--- config.mk ---
export PLATFORM = sky130hd
export DESIGN_NAME = param_buffered_router
export DESIGN_NICKNAME = d
export VERILOG_FILES = /design/src/rtl/param_buffered_router.sv
export SDC_FILE = /design/constraint.sdc
export NUM_CORES = 1
export LEC_CHECK = 0
export ABC_AREA = 1
export CORE_ASPECT_RATIO = 1.1
export CORE_MARGIN = 1.5
export CORE_UTILIZATION = 45
export DETAILED_ROUTE_END_ITERATION = 8
export PLACE_DENSITY_LB_ADDON = 0.15
export RECOVER_POWER = 25
export SLEW_MARGIN = 20
export SYNTH_ARGS = -nofsm -noshare
export SYNTH_HDL_FRONTEND = slang
export SYNTH_HIERARCHICAL = 1
export SYNTH_SLANG_ARGS = --single-unit
--- constraint.sdc ---
create_clock -name clk -period 2.7 [get_ports clk]
set_input_delay 0.27 -clock clk [delete_from_list [all_inputs] [get_ports clk]]
set_output_delay 0.27 -clock clk [all_outputs]
set_load 0.05 [all_outputs]
--- src/rtl/param_buffered_router.sv ---
// param_buffered_router
//   Routes each accepted input word to one of N_OUT output channels chosen by
//   addr. Every channel has its own DEPTH-entry FIFO, so a slow consumer only
//   stalls input words addressed to that channel. Words whose addr is not a
//   real channel (only possible when N_OUT is not a power of two) are
//   accepted, discarded and counted in a saturating drop counter.
//
//   Ports
//     clk         in   rising-edge clock
//     reset       in   synchronous, active-high reset
//     din         in   [DATA_WIDTH]        input word
//     din_valid   in   din/addr valid
//     addr        in   [ADDR_WIDTH]        destination channel
//     din_ready   out  word accepted this cycle when din_valid is high
//     dout        out  [N_OUT*DATA_WIDTH]  channel i at [i*DATA_WIDTH +: DATA_WIDTH]
//     dout_valid  out  [N_OUT]             channel i holds a head word
//     dout_ready  in   [N_OUT]             consumer i takes its head word
//     drop_count  out  [CNT_WIDTH]         saturating count of dropped words

// Per-channel FIFO. Head word is shown only while the FIFO is non-empty;
// otherwise rdata is forced to zero.
module param_buffered_router_fifo #(
    parameter int DATA_WIDTH = 32,
    parameter int DEPTH      = 4
) (
    input  logic                  clk,
    input  logic                  reset,
    input  logic                  push,
    input  logic [DATA_WIDTH-1:0] wdata,
    input  logic                  ready,
    output logic [DATA_WIDTH-1:0] rdata,
    output logic                  valid,
    output logic                  full
);
    localparam int PW = $clog2(DEPTH);
    localparam logic [PW:0] FULL_CNT = (PW+1)'(DEPTH);

    logic [DATA_WIDTH-1:0] mem [DEPTH];
    logic [PW-1:0]         wptr, rptr;
    logic [PW:0]           count;
    logic                  pop;

    assign valid = (count != '0);
    assign full  = (count == FULL_CNT);
    assign pop   = valid & ready;
    assign rdata = valid ? mem[rptr] : '0;

    // Storage carries no reset; occupancy alone decides what is visible.
    always_ff @(posedge clk) begin
        if (push) mem[wptr] <= wdata;
    end

    // DEPTH is a power of two, so pointer increments wrap naturally.
    always_ff @(posedge clk) begin
        if (reset) begin
            wptr  <= '0;
            rptr  <= '0;
            count <= '0;
        end else begin
            if (push) wptr <= wptr + 1'b1;
            if (pop)  rptr <= rptr + 1'b1;
            case ({push, pop})
                2'b10:   count <= count + 1'b1;
                2'b01:   count <= count - 1'b1;
                default: count <= count;
            endcase
        end
    end
endmodule

module param_buffered_router #(
    parameter int DATA_WIDTH = 32,
    parameter int N_OUT      = 4,
    parameter int DEPTH      = 4,
    parameter int CNT_WIDTH  = 8,
    localparam int ADDR_WIDTH = (N_OUT > 2) ? $clog2(N_OUT) : 1
) (
    input  logic                        clk,
    input  logic                        reset,
    input  logic [DATA_WIDTH-1:0]       din,
    input  logic                        din_valid,
    input  logic [ADDR_WIDTH-1:0]       addr,
    output logic                        din_ready,
    output logic [N_OUT*DATA_WIDTH-1:0] dout,
    output logic [N_OUT-1:0]            dout_valid,
    input  logic [N_OUT-1:0]            dout_ready,
    output logic [CNT_WIDTH-1:0]        drop_count
);
    localparam int NPAD = 1 << ADDR_WIDTH;
    localparam logic [ADDR_WIDTH:0] N_OUT_W = (ADDR_WIDTH+1)'(N_OUT);

    logic [N_OUT-1:0] full;
    logic [NPAD-1:0]  full_pad;
    logic             oob;
    logic             accept;

    // Pad the full vector to the whole address space so any addr can index
    // it; phantom channels never report full and so are always accepted.
    always_comb begin
        full_pad           = '0;
        full_pad[N_OUT-1:0] = full;
    end

    assign oob       = ({1'b0, addr} >= N_OUT_W);
    // Depends only on the registered full flags, never on dout_ready.
    assign din_ready = !reset & (oob | !full_pad[addr]);
    assign accept    = din_valid & din_ready;

    always_ff @(posedge clk) begin
        if (reset)
            drop_count <= '0;
        else if (accept && oob && drop_count != '1)
            drop_count <= drop_count + 1'b1;
    end

    for (genvar i = 0; i < N_OUT; i++) begin : g_ch
        logic push;
        assign push = accept & (addr == ADDR_WIDTH'(i));

        param_buffered_router_fifo #(
            .DATA_WIDTH (DATA_WIDTH),
            .DEPTH      (DEPTH)
        ) u_fifo (
            .clk   (clk),
            .reset (reset),
            .push  (push),
            .wdata (din),
            .ready (dout_ready[i]),
            .rdata (dout[i*DATA_WIDTH +: DATA_WIDTH]),
            .valid (dout_valid[i]),
            .full  (full[i])
        );
    end
endmodule

==> metrics list <==
- Endpoints failing setup: 0
- All-Layer GR Usage: 23.6%
- From bottom edge to top edge, the die measures 235 um.
- The first detailed-routing pass took 5 iterations.
- Of the post-synthesis cell area, the dominant cell type holds 70.0%.
* Hold WS: 0.330 ns
- After clock tree synthesis, the clock-pin slew on the worst setup and hold paths is 0.07 ns.
- Combinational logic burns 38.8% of the power.
* Seq/Total Area, Yosys: 73.3%
- Die area: 50100 sq um
- Upper clock frequency limit: 0.385 GHz
- Pre-CTS WS: 0.0800 ns
- Number of instances on the worst hold path: 3
- Post-detailed-route DRC marker count: 0
* Number of slew-limit violations in the final report: 0
- Pin count of the biggest net entering global routing: 65
- The worst path in the final design needs a cycle of 2.60 ns, including I/O delays and setup.
- Maximum buffer depth of the clock tree: 3
- The worst setup path is of the flip-flop to output port kind.
* Final Cycle Share: 96.2%
* Total Routed Length: 58.7 mm
- For this design the top-level I/O count stands at 182.
* Root buffer cell: clkbuf_16
* Count of input and output buffers: 173
* Required time at the worst-slack endpoint: 2.43 ns
- Once detail routing completed, the nets flagged for antenna violations numbered 0.
- The synthesized netlist contains 22 unique library cells.
- For the pin with the worst max-slew slack, the measured transition is 1.22 ns.
- At the end of routability-driven placement, the weighted congestion stood at 0.836.
* Switching power of the nets: 9.75 mW
- Share of total power consumed by net switching: 35.8%
* Placement row count: 84
- The flow ran to the end, and the final reports show no timing, DRC or antenna violations.
* Hold/Removal Path Class: primary input to flip-flop
- Relative to the synthesized area, the layout overhead comes to 26.6%.
- R2R cell count: 16
- Number of H-tree levels: 2
* # clock sinks: 548
- Cells with a size suffix above 1 make up 17.1% of the layout.
- At the worst endpoint, the arrival time is 2.33 ns.
* Power per Cell Area: 979 nW/um^2
- Global-route wire length before repair: 87.2 mm
- The initial antenna violation count was 0.
* Leak Pwr: 9.78 nW
- For this block, the initial DRC count from the detailed router was 1173.
- In this run, CTS created clock tree buffers numbering 53.
- Library cell occupying the most area in the post-synthesis netlist: edfxtp_1
- Area of the core: 48000 sq um
- STA classifies the critical path endpoint as an output port.
- Total grt overflow: 0
* Hold Vio Cnt, Final: 0
* Post-synthesis instance area: 22000 sq um
* Routed WL per cell: 21.6 um
* IR drop worst, VDD: 597 uV
- Relative slew slack: 18.4%
- Startpoint of the most critical register-to-register path: g_ch[2].u_fifo/count[1]
- Power comes to 27.2 mW.
- Setup repair after global routing missed its margin: no
* DP HPWL: 36.7 mm
- The internal portion of the total power is 17.5 mW.
- CTS Hold Bufs: 0
* Max-cap violations: 0
- Worst-path maximum fanout: 10
- In this run, flip-flops and latches consume 35.3% of the power.
- Avg Vias per Cell: 5.29
- Synth area leaders: edfxtp_1 (70%), nor2_1 (8.9%), o21ai_1 (3.5%)
- The number of global-route vias before repair came to 13800.
* Final non-filler cell area: 27800 sq um
- The worst path meets setup with 0.104 ns of slack.
- Synthesized netlist cell count: 1807
* Net count of the finished layout: 2095
- Sort of element at the start of the critical path: flip-flop
- The Yosys step of the flow raised 6 warnings.
* Average footprint of a synthesized cell: 12.2 sq um
- The most critical setup path has its startpoint at g_ch[3].u_fifo/count[1].
- Summing over every cut layer, the via total after detailed routing is 14400.
* Sum of negative setup slack: 0 ns
* Clock share of power: 25.9%
* Launch instance of the worst min-delay path: dout_ready[1]
- The die is 214 um wide.
- Post-synthesis sequential element count: 548
- Clock tree from TritonCTS: yes
- For the worst-skew pair, the clock arrives at the later sink with an insertion delay of 0.59 ns.
- Post-place instance area: 25900 sq um
- Layout Skew: 0.0187 ns
- For this configuration, the core starts out at a cell density of 45.7%.
-- power by group through the flow --
| stage | logic, mW | clock network (mW) | registers [mW] |
|---|---|---|---|
| floorplan | 5.35 | 0 | 9.68 |
| global placement | 10.3 | 0 | 9.75 |
| detailed placement | 10.3 | 0 | 9.77 |
| CTS | 10.5 | 7.16 | 9.59 |
| global route | 11.1 | 7.49 | 9.62 |
| finish | 10.6 | 7.06 | 9.60 |
-- flip-flops by register name, summed over array words and instances, names as in the netlist, named ones only --
name               cells
g_ch.u_fifo/count     12
g_ch.u_fifo/wptr       8
g_ch.u_fifo/rptr       8
g_ch.u_fifo/mem      512
-- logic make-up after synthesis --
group | after synthesis | synth area share (%)
other | 1 | 0.0171
AOI/OAI and AO/OA | 420 | 9.57
adders and majority gates | 24 | 1.50
buffers and inverters | 185 | 4.47
DFF | 548 | 73.3
and+or+nand+nor | 629 | 11.2
-- worst max-delay path: stages, from the launching register on --
cell and delay, ns:
dfxtp_1 0.38, nor2_1 0.08, nand2_2 0.23, clkinvlp_4 0.13, buf_4 0.23, buf_4 0.20, a21oi_1 0.29, buf_12 0.19
-- Yosys cell counts --
| cell | count |
|---|---|
| nor2_2 | 22 |
| clkbuf_1 | 32 |
| nand3_1 | 15 |
| conb_1 | 1 |
| buf_2 | 32 |
| dfxtp_1 | 36 |
| fa_1 | 4 |
| o21ai_0 | 120 |
| inv_2 | 6 |
| nand2_1 | 65 |
| edfxtp_1 | 512 |
| buf_6 | 26 |
| buf_8 | 2 |
| a21oi_1 | 148 |
| nor2_1 | 520 |
| inv_1 | 79 |
| ha_1 | 20 |
| buf_4 | 8 |
| nand3_2 | 1 |
| o21ai_1 | 152 |
| nand2_2 | 1 |
| nor3_1 | 5 |
-- routing by layer --
| layer | vias to the layer above | part of all wire (%) | track usage (%) |
|---|---|---|---|
| met5 | - | 0 | 0 |
| met4 | 0 | 2.0 | 5.55 |
| met3 | 73 | 5.2 | 3.09 |
| met2 | 428 | 50 | 39.3 |
| met1 | 7152 | 43 | 32.8 |
| li1 | 6710 | - | - |
-- worst paths after layout --
kind | slack, ns | to
setup / recovery | 0.10 | dout[122]
hold / removal | 0.33 | flip-flop
setup reg to reg | 0.22 | g_ch[2].u_fifo/count[2]
hold reg to reg | 0.51 | flip-flop
-- area by class of cell --
cell class / instances / area [sq um]
multi-input cells: 1081 / 5020
fillers: 3896 / 20200
inverters: 85 / 343
diodes: 1 / 2.50
repair buffers: 258 / 3850
clock inverters: 26 / 175
flip-flops and latches: 548 / 16100
clock buffers: 68 / 1470
repair inverters: 3 / 22.5
well taps: 645 / 807
-- per-stage QoR --
step,utilization [%],std cells
after detailed placement,54.0,2607
after global routing,57.9,2714
after floorplan,-,1814
after CTS,57.6,2709
after global placement,54.0,2607
final,57.9,2715
-- cells in the final DEF, fill, tap and decap left out, types with 19 or more instances in the layout --
cell type        synthesis  final
nor2_1                 520    520
edfxtp_1               512    512
o21ai_1                152    152
buf_12                   0    147
a21oi_1                148    120
o21ai_0                120    120
inv_1                   79     73
nand2_1                 65     64
buf_4                    8     56
clkbuf_16                0     55
dfxtp_1                 36     30
a21oi_2                  0     28
clkdlybuf4s50_1          0     23
nor2_2                  22     22
dlygate4sd3_1            0     21
ha_1                    20     20
clkbuf_1                32     19
-- what timing repair did --
item | CTS | global route
setup endpoints to repair | 66 | 42
gates cloned | 2 | 1
buffers inserted | 6 | 4
hold endpoints to repair | 0 | 0
pin swaps | 0 | 0
gates resized for setup | 17 | 27
No activity file was read; power rests on OpenSTA's default activity.
